===== config.mk =====
export PLATFORM = sky130hd
export DESIGN_NAME = uart_tx_parity
export DESIGN_NICKNAME = d
export VERILOG_FILES = /design/src/rtl/uart_tx_parity.sv
export SDC_FILE = /design/constraint.sdc
export NUM_CORES = 1
export LEC_CHECK = 0
export ABC_AREA = 1
export CAP_MARGIN = 10
export CELL_PAD_IN_SITES_DETAIL_PLACEMENT = 0
export CELL_PAD_IN_SITES_GLOBAL_PLACEMENT = 1
export CORE_MARGIN = 10
export CORE_UTILIZATION = 37
export DETAILED_ROUTE_END_ITERATION = 10
export PLACE_DENSITY_LB_ADDON = 0.1
export SLEW_MARGIN = 10
export SYNTH_ARGS = -nofsm -noshare
export SYNTH_HDL_FRONTEND = slang
export SYNTH_SLANG_ARGS = --single-unit

===== constraint.sdc =====
create_clock -name clk -period 1.6 [get_ports clk]
set_clock_uncertainty 0.05 [all_clocks]
set_input_delay 0.24 -clock clk [delete_from_list [all_inputs] [get_ports clk]]
set_output_delay 0.24 -clock clk [all_outputs]
set_load 0.05 [all_outputs]

===== src/rtl/uart_tx_parity.sv =====
// UART transmitter: start bit, LSB-first data, optional parity bit, stop bit.
// A frame is accepted from tx_start/tx_data only while idle.
module uart_tx_parity #(
  parameter int CLKS_PER_BIT = 868,
  parameter int DATA_WIDTH   = 8,
  parameter int PARITY_EN    = 1,
  parameter int PARITY_ODD   = 0
) (
  input  logic                  clk,
  input  logic                  rst_n,
  input  logic                  tx_start,
  input  logic [DATA_WIDTH-1:0] tx_data,
  output logic                  tx_serial,
  output logic                  tx_busy,
  output logic                  tx_done
);

  // state  | meaning
  // IDLE   | line high, waiting for tx_start
  // START  | driving the start bit (0)
  // DATA   | driving data bit bit_idx, LSB first
  // PARITY | driving the parity bit (only when PARITY_EN=1)
  // STOP   | driving the stop bit (1)
  localparam logic [2:0] IDLE   = 3'd0;
  localparam logic [2:0] START  = 3'd1;
  localparam logic [2:0] DATA   = 3'd2;
  localparam logic [2:0] PARITY = 3'd3;
  localparam logic [2:0] STOP   = 3'd4;

  localparam int CW = (CLKS_PER_BIT > 1) ? $clog2(CLKS_PER_BIT) : 1;
  localparam int BW = (DATA_WIDTH > 1) ? $clog2(DATA_WIDTH) : 1;

  localparam logic [CW-1:0] BAUD_LAST = CW'(CLKS_PER_BIT - 1);
  localparam logic [BW-1:0] BIT_LAST  = BW'(DATA_WIDTH - 1);
  localparam logic          ODD_SEL   = (PARITY_ODD != 0);
  localparam logic          PAR_ON    = (PARITY_EN != 0);

  logic [2:0]            state_q,  state_d;
  logic [CW-1:0]         baud_q,   baud_d;
  logic [BW-1:0]         bit_q,    bit_d;
  logic [DATA_WIDTH-1:0] shift_q,  shift_d;
  logic                  parity_q, parity_d;
  logic                  serial_q, serial_d;
  logic                  busy_q,   busy_d;
  logic                  done_q,   done_d;
  logic                  baud_last;

  assign baud_last = (baud_q == BAUD_LAST);

  // tx_serial_d is derived from the next state so the line changes on the same edge as the state.
  always_comb begin
    state_d  = state_q;
    baud_d   = baud_q;
    bit_d    = bit_q;
    shift_d  = shift_q;
    parity_d = parity_q;
    serial_d = serial_q;
    busy_d   = busy_q;
    done_d   = 1'b0;

    case (state_q)
      IDLE: begin
        serial_d = 1'b1;
        busy_d   = 1'b0;
        if (tx_start) begin
          shift_d  = tx_data;
          parity_d = (^tx_data) ^ ODD_SEL;
          state_d  = START;
          baud_d   = '0;
          bit_d    = '0;
          serial_d = 1'b0;
          busy_d   = 1'b1;
        end
      end

      START: begin
        if (baud_last) begin
          baud_d   = '0;
          bit_d    = '0;
          state_d  = DATA;
          serial_d = shift_q[0];
        end else begin
          baud_d = baud_q + CW'(1);
        end
      end

      DATA: begin
        if (baud_last) begin
          baud_d = '0;
          if (bit_q == BIT_LAST) begin
            bit_d = '0;
            if (PAR_ON) begin
              state_d  = PARITY;
              serial_d = parity_q;
            end else begin
              state_d  = STOP;
              serial_d = 1'b1;
            end
          end else begin
            bit_d    = bit_q + BW'(1);
            shift_d  = shift_q >> 1;
            serial_d = shift_d[0];
          end
        end else begin
          baud_d = baud_q + CW'(1);
        end
      end

      PARITY: begin
        if (baud_last) begin
          baud_d   = '0;
          state_d  = STOP;
          serial_d = 1'b1;
        end else begin
          baud_d = baud_q + CW'(1);
        end
      end

      STOP: begin
        if (baud_last) begin
          baud_d   = '0;
          state_d  = IDLE;
          serial_d = 1'b1;
          busy_d   = 1'b0;
          done_d   = 1'b1;
        end else begin
          baud_d = baud_q + CW'(1);
        end
      end

      default: begin
        state_d  = IDLE;
        baud_d   = '0;
        bit_d    = '0;
        serial_d = 1'b1;
        busy_d   = 1'b0;
      end
    endcase
  end

  always_ff @(posedge clk) begin
    if (!rst_n) begin
      state_q  <= IDLE;
      baud_q   <= '0;
      bit_q    <= '0;
      shift_q  <= '0;
      parity_q <= 1'b0;
      serial_q <= 1'b1;
      busy_q   <= 1'b0;
      done_q   <= 1'b0;
    end else begin
      state_q  <= state_d;
      baud_q   <= baud_d;
      bit_q    <= bit_d;
      shift_q  <= shift_d;
      parity_q <= parity_d;
      serial_q <= serial_d;
      busy_q   <= busy_d;
      done_q   <= done_d;
    end
  end

  assign tx_serial = serial_q;
  assign tx_busy   = busy_q;
  assign tx_done   = done_q;

endmodule


==> flow_metrics.env, run 1 <==
export IMPL_finalInstanceArea_um2=1930
export IMPL_crit_type="reg -> reg"
export IMPL_start_kind="flip-flop"
export IMPL_cts_hold_buffers=0
export IMPL_syn_area_per_cell_um2=6.80
export IMPL_wl_um=3380
export IMPL_fillers=451
export IMPL_worst_pin_slew_ns=0.287
export IMPL_antenna_found_initial=0
export IMPL_slew_limit_headroom_pct=80.8
export IMPL_dpl_instance_area_um2=1810
export IMPL_grtUsageMet3_pct=2.77
export IMPL_dpl_hpwl_um=2660
export IMPL_cts_sinks=28
export IMPL_r2r_slack_ns=0.11
export IMPL_clockRootBuffer="clkbuf_8"
export IMPL_grt_max_degree=17
export IMPL_startpoint="baud_q[1]"
export IMPL_first_iter_violations=54
export IMPL_r2r_end="baud_q[6]"
export IMPL_wl_per_cell_um=11.1
export IMPL_htree_levels=1
export IMPL_fin_nets=270
export IMPL_fin_util_pct=47.3
export IMPL_dp_cells=301
export IMPL_syn_area_um2=1590
export IMPL_start_util_pct=38.8
export IMPL_vdd_drop_max_mv=0.680
export IMPL_maxCapViolations=0
export IMPL_gr_usage_all_layers_pct=9.64
export IMPL_viasPerCell=4.54
export IMPL_power_leakage_uw=0.000868
export IMPL_synth_cell_types=30
export IMPL_cts_setup_buffers=0
export IMPL_report_final_slew_viol_count=0
export IMPL_final_cell_mix="nand2_1, nor2_1, dfxtp_1"
export IMPL_tns_ns=0
export IMPL_num_vias=1385
export IMPL_syn_nets=247
export IMPL_worstPathRequired_ns=1.76
export IMPL_grt_pass1_vias=1304
export IMPL_final_common_cell="nand2_1"
export IMPL_hp_class="reg -> reg"
export IMPL_grt_overflow_total=0
export IMPL_die_area_um2=7300
export IMPL_boundaryPins=14
export IMPL_numCtsBuffers=3
export IMPL_final_antenna_net_count=0
export IMPL_synth_cells=233
export IMPL_fin_crit_sh_pct=93.1
export IMPL_crit_path_end_kind="flip-flop"
export IMPL_clk_latency_ns=0.27
export IMPL_fp_dieH_um=85.5
export IMPL_yosys_warnings=0
export IMPL_grtUsageMet1_pct=12.9
export IMPL_use_met2_pct=14.9
export IMPL_io_buffers=13
export IMPL_place_congestion=0.820
export IMPL_reg2reg_from="baud_q[1]"
export IMPL_finalSetupViolCount=0
export IMPL_final_cells=305
export IMPL_rows=23
export IMPL_cts_tree="built"
export IMPL_grt_busiest_layer="met2"
export IMPL_fmax_mhz=671
export IMPL_drive_above_1_share_pct=20.0
export IMPL_worstHoldStart="baud_q[5]"
export IMPL_clk_pin_slew_ns=0.09
export IMPL_drcViolationCount=0
export IMPL_antenna_cells=0
export IMPL_ys_seq_area_share_pct=35.4
export IMPL_cts_buffer_depth=2
export IMPL_critPathMaxFanout=4
export IMPL_design_core_area_um2=4090
export IMPL_yosys_register_bits=28
export IMPL_outcome="completed"
export IMPL_drtPass1Iterations=5
export IMPL_rsz0062_at_grt="yes"
export IMPL_timing_final_crit_period_ns=1.49
export IMPL_syn2layout_area_growth_pct=21.9
export IMPL_hold_viol=0
export IMPL_crit_arrival_ns=1.65
export IMPL_grt_pass1_wl_um=5960
export IMPL_powerDensity_nw_per_um2=1880
export IMPL_reg2reg_depth=7
export IMPL_worstSetupEndpoint="baud_q[6]"
export IMPL_fp_dieW_um=85.5
## worst min path at each step
stage          slack, ns         to  depth (start not counted)
3_3_place_gp        0.41  tx_serial                          2
3_5_place_dp        0.42  baud_q[5]                          2
4_1_cts             0.43  baud_q[5]                          2
2_1_floorplan       0.40  baud_q[5]                          2
6_report            0.43  baud_q[5]                          2
5_1_grt             0.45  baud_q[1]                          2
## cells in the mapped netlist
master / n / area share (%)
nand2_1: 61 / 14
nor2_1: 43 / 10
dfxtp_1: 28 / 35
inv_1: 23 / 5.4
o21ai_0: 13 / 4.1
nand3_1: 9 / 2.8
a21oi_1: 8 / 2.5
xnor2_1: 5 / 2.8
xor2_1: 5 / 2.8
inv_2: 4 / 0.95
nand2_2: 4 / 1.6
ha_1: 3 / 2.4
nand2_4: 3 / 2.1
nor2_2: 3 / 1.2
o21a_1: 3 / 1.4
clkbuf_1: 2 / 0.47
nor2_4: 2 / 1.4
nor3_1: 2 / 0.63
a31oi_1: 1 / 0.39
and3_1: 1 / 0.39
buf_2: 1 / 0.32
buf_6: 1 / 0.71
inv_4: 1 / 0.39
nand3_2: 1 / 0.63
nand3_4: 1 / 1.1
nand3b_4: 1 / 1.3
nand4_1: 1 / 0.39
nor3_2: 1 / 0.63
nor3b_2: 1 / 0.79
or3_1: 1 / 0.39
## registers in the layout, indices dropped and copies added (netlist names)
register	cells
parity_q	1
tx_busy	1
bit_q	3
tx_done	1
baud_q	10
tx_serial	1
shift_q	8
state_q	3
## worst max-delay path, cell delays in order, from the launching register on
cell	delay [ns]
dfxtp_2	0.35
ha_2	0.18
buf_4	0.12
nand3_2	0.08
nor2_2	0.16
nand2_4	0.07
or3_1	0.31
a21oi_1	0.12
## cells by family (layout without fill, tap and decap cells)
group	after synthesis	count (layout)	synth area share, %
adder cells (fa/ha/maj)	3	3	2.37
buffers and inverters	32	54	8.29
AND/OR/NAND/NOR	135	135	40.0
flip-flops	28	28	35.4
XOR/XNOR	10	10	5.52
AO/OA/AOI/OAI	25	25	8.45
## metal layers
metal,wire [um],vias to the layer above
li1,-,771
met1,1720,603
met2,1560,9
met3,84,2
met4,19,0
met5,0,-
## timing repair
| action | CTS | global route |
|---|---|---|
| setup endpoints to repair | 4 | 23 |
| gates resized for setup | 1 | 17 |
| pin swaps | 0 | 2 |
## through the flow
step / total power [uW] / hold WS (ns) / setup slack, ns
2_1_floorplan: 2590 / 0.402 / 0.128
3_3_place_gp: 3030 / 0.412 / 0.00596
3_5_place_dp: 3020 / 0.416 / -0.00820
4_1_cts: 3590 / 0.432 / 0.0202
5_1_grt: 4060 / 0.453 / -0.0212
6_report: 3630 / 0.430 / 0.110
## final cells by class
cell class / count / area [um^2] / share of cell area (%)
inverter: 28 / 108 / 5.57
tap: 50 / 62.6 / 3.24
multi-input combinational: 173 / 936 / 48.4
timing repair buffer: 22 / 190 / 9.84
clock inverter: 1 / 30.0 / 1.55
sequential: 28 / 566 / 29.3
clock buffer: 3 / 41.3 / 2.14
## where the power goes
group	internal [uW]	switching (uW)	leakage (uW)
clock network	335	220	0.0000357
logic	723	1270	0.000601
registers	927	152	0.000231
(Power assumes the default switching activity.)
==> run 2: changes to the inputs <==
- CORE_MARGIN: 10 -> 2
==> run 2 against run 1 <==
Worst setup slack better by 0.0021 ns. Cell area is 3.2% higher. Critical path depth unchanged. Register-to-register slack barely moved. Worst hold slack gained 0.0025 ns. Sequential power barely moved. Count of clock-buffer cells in the layout is the same. Critical endpoint unchanged.
==> flow_metrics.env, run 2 (synthesis gave the netlist of run 1 again) <==
export IMPL_outcome="completed"
export IMPL_final_cell_mix="nand2_1, nor2_1, dfxtp_1"
export IMPL_viasPerCell=4.53
export IMPL_dp_cells=303
export IMPL_pwr_share_comb_pct=57.6
export IMPL_internal_power_uw=2120
export IMPL_io_buffers=13
export IMPL_design_core_area_um2=4060
export IMPL_final_common_cell="nand2_1"
export IMPL_largestRegisters="baud_q: 10 flops, shift_q: 8 flops"
export IMPL_final_cells=309
export IMPL_critPathMaxFanout=4
export IMPL_gr_usage_all_layers_pct=14.8
export IMPL_p_switching_uw=1770
export IMPL_fmax_mhz=672
export IMPL_top_register="baud_q"
export IMPL_place_congestion=0.721
export IMPL_powerDensity_nw_per_um2=1950
export IMPL_power_leakage_uw=0.000897
export IMPL_grt_max_degree=17
export IMPL_largest_reg_flops=10
export IMPL_vdd_drop_max_mv=0.676
export IMPL_start_kind="flip-flop"
export IMPL_cts_sinks=28
export IMPL_clk_latency_ns=0.28
export IMPL_fp_dieH_um=69.5
export IMPL_start_util_pct=39.1
export IMPL_clk_pin_slew_ns=0.10
export IMPL_rows=23
export IMPL_sequentialPowerShare_pct=27.9
export IMPL_die_area_um2=4820
export IMPL_syn2layout_area_growth_pct=25.9
export IMPL_crit_arrival_ns=1.65
export IMPL_fin_nets=274
export IMPL_wl_um=3460
export IMPL_final_antenna_net_count=0
export IMPL_worstPathRequired_ns=1.77
export IMPL_drtPass1Iterations=4
export IMPL_grt_pass1_vias=1272
export IMPL_dpl_hpwl_um=2530
export IMPL_crit_path_end_kind="flip-flop"
export IMPL_report_final_slew_viol_count=0
export IMPL_netSwitchingFraction_pct=45.5
export IMPL_grt_overflow_total=0
export IMPL_drcViolationCount=0
export IMPL_antenna_cells=0
export IMPL_numCtsBuffers=3
export IMPL_num_vias=1400
export IMPL_fp_dieW_um=69.5
export IMPL_clockPowerShare_pct=14.4
export IMPL_clockRootBuffer="clkbuf_8"
export IMPL_wl_per_cell_um=11.2
export IMPL_cts_tree="built"
export IMPL_maxCapViolations=0
export IMPL_boundaryPins=14
export IMPL_first_iter_violations=35
export IMPL_finalInstanceArea_um2=2000
export IMPL_hold_ws_ns=0.433
export IMPL_tns_ns=0
export IMPL_hp_class="reg -> reg"
export IMPL_timing_final_crit_period_ns=1.49
export IMPL_slew_limit_headroom_pct=79.2
export IMPL_drive_above_1_share_pct=21.6
export IMPL_antenna_found_initial=0
export IMPL_hold_viol=0
export IMPL_fin_crit_sh_pct=93.0
export IMPL_cts_buffer_depth=2
export IMPL_cts_hold_buffers=0
export IMPL_dpl_instance_area_um2=1830
export IMPL_crit_type="reg -> reg"
export IMPL_grt_pass1_wl_um=5900
export IMPL_worst_pin_slew_ns=0.311
export IMPL_finalSetupViolCount=0
export IMPL_htree_levels=1
## run 2: repair_timing
action,in CTS,in global routing
resized for setup,0,22
setup buffers,0,1
setup endpoints to repair,0,24
## run 2: worst max-delay path, stage by stage, from the launching register on
cell and delay [ns]:
dfxtp_2 0.37, ha_4 0.15, buf_4 0.11, nand3_1 0.10, nor2_2 0.14, nand2_4 0.07, or3_1 0.31, a21oi_1 0.12
## run 2: final cells by class
| class | instances | area [um^2] |
|---|---|---|
| fill | 431 | 2060 |
| multi-input combinational | 174 | 976 |
| sequential | 28 | 566 |
| timing repair buffer | 25 | 213 |
| inverter | 28 | 108 |
| tap | 50 | 62.6 |
| clock buffer | 3 | 41.3 |
| clock inverter | 1 | 30.0 |
## run 2: final timing paths
check                               start   endpoint  slack, ns  cells past startpoint
worst max-delay path            baud_q[1]  baud_q[6]       0.11                      7
worst min-delay path            baud_q[5]  baud_q[5]       0.43                      2
worst max register to register  baud_q[1]  baud_q[6]       0.11                      7
worst min register to register  baud_q[5]  baud_q[5]       0.43                      2
## run 2: through the flow
| step | setup WS (ns) | utilization (%) | total power (uW) |
|---|---|---|---|
| after floorplan | 0.128 | - | 2590 |
| after CTS | 0.00914 | 46.8 | 3640 |
| after detailed placement | 0.0140 | 45.1 | 3070 |
| final | 0.112 | 49.2 | 3890 |
| after global routing | -0.0235 | 49.2 | 4300 |
| after global placement | 0.0247 | 45.1 | 3080 |
## run 2: per-layer routing
metal	routed length [um]	vias up	global-route usage [%]
li1	-	775	-
met2	1440	17	21.4
met4	24	0	4.58
met5	0	-	0
met1	1920	606	22.6
met3	78	2	1.74
## run 2: power groups by stage
stage	clock network (uW)	registers, uW	logic [uW]
after floorplan	0	1110	1480
after global placement	0	1080	2000
after detailed placement	0	1080	1980
after CTS	580	1070	2000
after global routing	606	1120	2570
final	562	1090	2240
==> run 3: changes to the inputs <==
- ABC_AREA: 1 -> 0
- CORE_UTILIZATION: 37 -> 38
==> run 3 against run 2 <==
The flow now finishes with violations (setup timing). Sequential cell count stayed put. Sequential share of layout area is 1.4 points lower. Cell area rose by 5.8%. Routed wire length up 2.0%. Global-route usage up 3.0 points. Count of clock-buffer cells in the layout is 1 higher. Worst hold slack improved by 0.0056 ns.
==> flow_metrics.env, run 3 <==
export IMPL_boundaryPins=14
export IMPL_drtPass1Iterations=4
export IMPL_crit_path_end_kind="flip-flop"
export IMPL_violations="setup timing"
export IMPL_maxCapViolations=0
export IMPL_synth_edf_count=0
export IMPL_num_vias=1323
export IMPL_grt_max_degree=21
export IMPL_antenna_found_initial=0
export IMPL_synth_cell_types=46
export IMPL_hp_class="reg -> reg"
export IMPL_numCtsBuffers=3
export IMPL_syn_area_per_cell_um2=8.84
export IMPL_min_path_cells=1
export IMPL_die_area_um2=4380
export IMPL_yosys_top_cells_count="dfxtp_1, nor2_1, xnor2_1, nand2_1, o21ai_0"
export IMPL_first_iter_violations=54
export IMPL_reg2reg_from="bit_q[0]"
export IMPL_wl_met3_um=89
export IMPL_place_congestion=0.789
export IMPL_highest_layer="met4"
export IMPL_reg2reg_depth=7
export IMPL_rsz0062_at_grt="yes"
export IMPL_wl_um=3520
export IMPL_final_common_cell="buf_4"
export IMPL_yosys_area_top_type="dfxtp_1"
export IMPL_htree_levels=1
export IMPL_critPathMaxFanout=7
export IMPL_min_to="shift_q[7]"
export IMPL_fp_dieH_um=66.1
export IMPL_r2r_slack_ns=-0.02
export IMPL_wl_per_cell_um=13.8
export IMPL_finalSetupViolCount=10
export IMPL_grt_overflow_total=0
export IMPL_drive_above_1_share_pct=37.2
export IMPL_clk_latency_ns=0.27
export IMPL_cts_buffer_depth=2
export IMPL_start_kind="flip-flop"
export IMPL_ys_flop_type="dfxtp_1"
export IMPL_met1Wirelength_um=1720
export IMPL_yosys_warnings=0
export IMPL_design_core_area_um2=3690
export IMPL_fin_crit_sh_pct=102
export IMPL_rows=22
export IMPL_powerDensity_nw_per_um2=672
export IMPL_worstPathRequired_ns=1.78
export IMPL_top_register="baud_q"
export IMPL_synth_top_area_share_pct=38.2
export IMPL_route_met2_wl_um=1690
export IMPL_viasPerCell=5.19
export IMPL_largestRegisters="baud_q: 10 flops, shift_q: 8 flops"
export IMPL_io_buffers=13
export IMPL_slew_limit_headroom_pct=78.2
export IMPL_syn2layout_area_growth_pct=43.9
export IMPL_synth_top_cells_by_area="dfxtp_1, xnor2_1, a22o_1"
export IMPL_dpl_hpwl_um=2420
export IMPL_drcViolationCount=0
export IMPL_r2r_end="shift_q[3]"
export IMPL_synth_cells=166
export IMPL_power_leakage_uw=0.000745
export IMPL_fin_nets=222
export IMPL_report_final_slew_viol_count=0
export IMPL_outcome="complete, but fails checks"
export IMPL_worstHoldStart="shift_q[7]"
export IMPL_worst_slack_ns=-0.0247
export IMPL_final_antenna_net_count=0
export IMPL_cts_tree="built"
export IMPL_vdd_drop_max_mv=0.349
export IMPL_grt_pass1_vias=1333
export IMPL_p_total_uw=1420
export IMPL_crit_arrival_ns=1.80
export IMPL_syn_nets=180
export IMPL_grt_pass1_wl_um=6060
export IMPL_largest_reg_flops=10
export IMPL_tns_ns=-0.116
export IMPL_syn_area_um2=1470
export IMPL_gr_usage_all_layers_pct=17.8
export IMPL_async_reset_ff_share_pct=0
export IMPL_fp_dieW_um=66.1
export IMPL_crit_type="reg -> reg"
export IMPL_final_cell_mix="buf_4, dfxtp_1, xnor2_1"
export IMPL_yosys_register_bits=28
export IMPL_ys_seq_area_share_pct=38.2
export IMPL_cts_sinks=28
export IMPL_clockRootBuffer="clkbuf_8"
export IMPL_hold_viol=0
export IMPL_start_util_pct=39.8
export IMPL_worst_pin_slew_ns=0.327
export IMPL_clk_pin_slew_ns=0.10
export IMPL_synth_most_common_cell="dfxtp_1"
export IMPL_antenna_cells=0
export IMPL_timing_final_crit_period_ns=1.62
export IMPL_fmax_mhz=615
-- run 3: changes by cell type after synthesis, moves of 6 or more --
cell	delta
nand2_1	-48
nor2_1	-27
inv_1	-15
xnor2_1	+10
a22o_1	+7
nor2b_1	+6
-- run 3: per-layer routing --
layer  track usage, %  vias to the layer above
li1                 -                      673
met1             23.7                      622
met2             29.1                       26
met3             2.73                        2
met4             5.87                        0
met5                0                        -
-- run 3: area by class of cell --
cell class / instances / area [um^2]
tap: 48 / 60.1
multi-input combinational: 122 / 1020
sequential: 28 / 568
fill: 338 / 1580
timing repair buffer: 45 / 382
inverter: 8 / 30.0
clock buffer: 4 / 55.1
-- run 3: how the worst max path moves through the flow --
stage | start | end | slack [ns] | cells after the start
floorplan | baud_q[0] | bit_q[0] | 0.008 | 5
global placement | tx_start | shift_q[4] | -0.21 | 5
detailed placement | tx_start | shift_q[6] | -0.24 | 5
CTS | bit_q[0] | tx_serial | -0.02 | 7
global route | bit_q[0] | shift_q[3] | -0.12 | 7
finish | bit_q[0] | shift_q[3] | -0.02 | 7
-- run 3: what timing repair did --
action                     4_1_cts  5_1_grt
setup endpoints to repair       14       23
hold buffers                     0        0
gates resized for setup         19       26
pin swaps                       12       12
setup buffers                    1        2
-- run 3: kinds of logic (layout without fill, tap and decap cells) --
group | Yosys count | count (layout) | synth area share (%)
AO/OA/AOI/OAI | 35 | 35 | 17.1
XOR/XNOR | 16 | 16 | 9.55
adder cells (fa/ha/maj) | 3 | 3 | 2.56
buffers and inverters | 16 | 57 | 4.77
flip-flops | 28 | 28 | 38.2
multiplexers | 2 | 2 | 1.36
AND/OR/NAND/NOR | 66 | 66 | 26.4
-- run 3: critical path, cell delays in order (launching register included) --
cell,delay [ns]
dfxtp_2,0.35
ha_4,0.16
ha_4,0.17
nor4b_2,0.23
nand4_1,0.16
buf_6,0.18
o21ai_0,0.14
a22o_1,0.14
-- run 3: through the flow --
| stage | util (%) | hold WS, ns | setup WS [ns] | cells | cell area, um^2 |
|---|---|---|---|---|---|
| after floorplan | - | 0.352 | 0.00765 | 166 | 1480 |
| after global placement | 50.1 | 0.399 | -0.205 | 248 | 1850 |
| after detailed placement | 50.1 | 0.407 | -0.237 | 248 | 1850 |
| after CTS | 53.9 | 0.432 | -0.0180 | 253 | 1990 |
| after global routing | 57.3 | 0.447 | -0.121 | 255 | 2110 |
| final | 57.3 | 0.438 | -0.0247 | 255 | 2110 |
-- run 3: power breakdown --
part	total [uW]	switching (uW)	internal (uW)
clock network	445	224	220
registers	739	17.5	721
logic	235	115	120
total	1420	357	1060
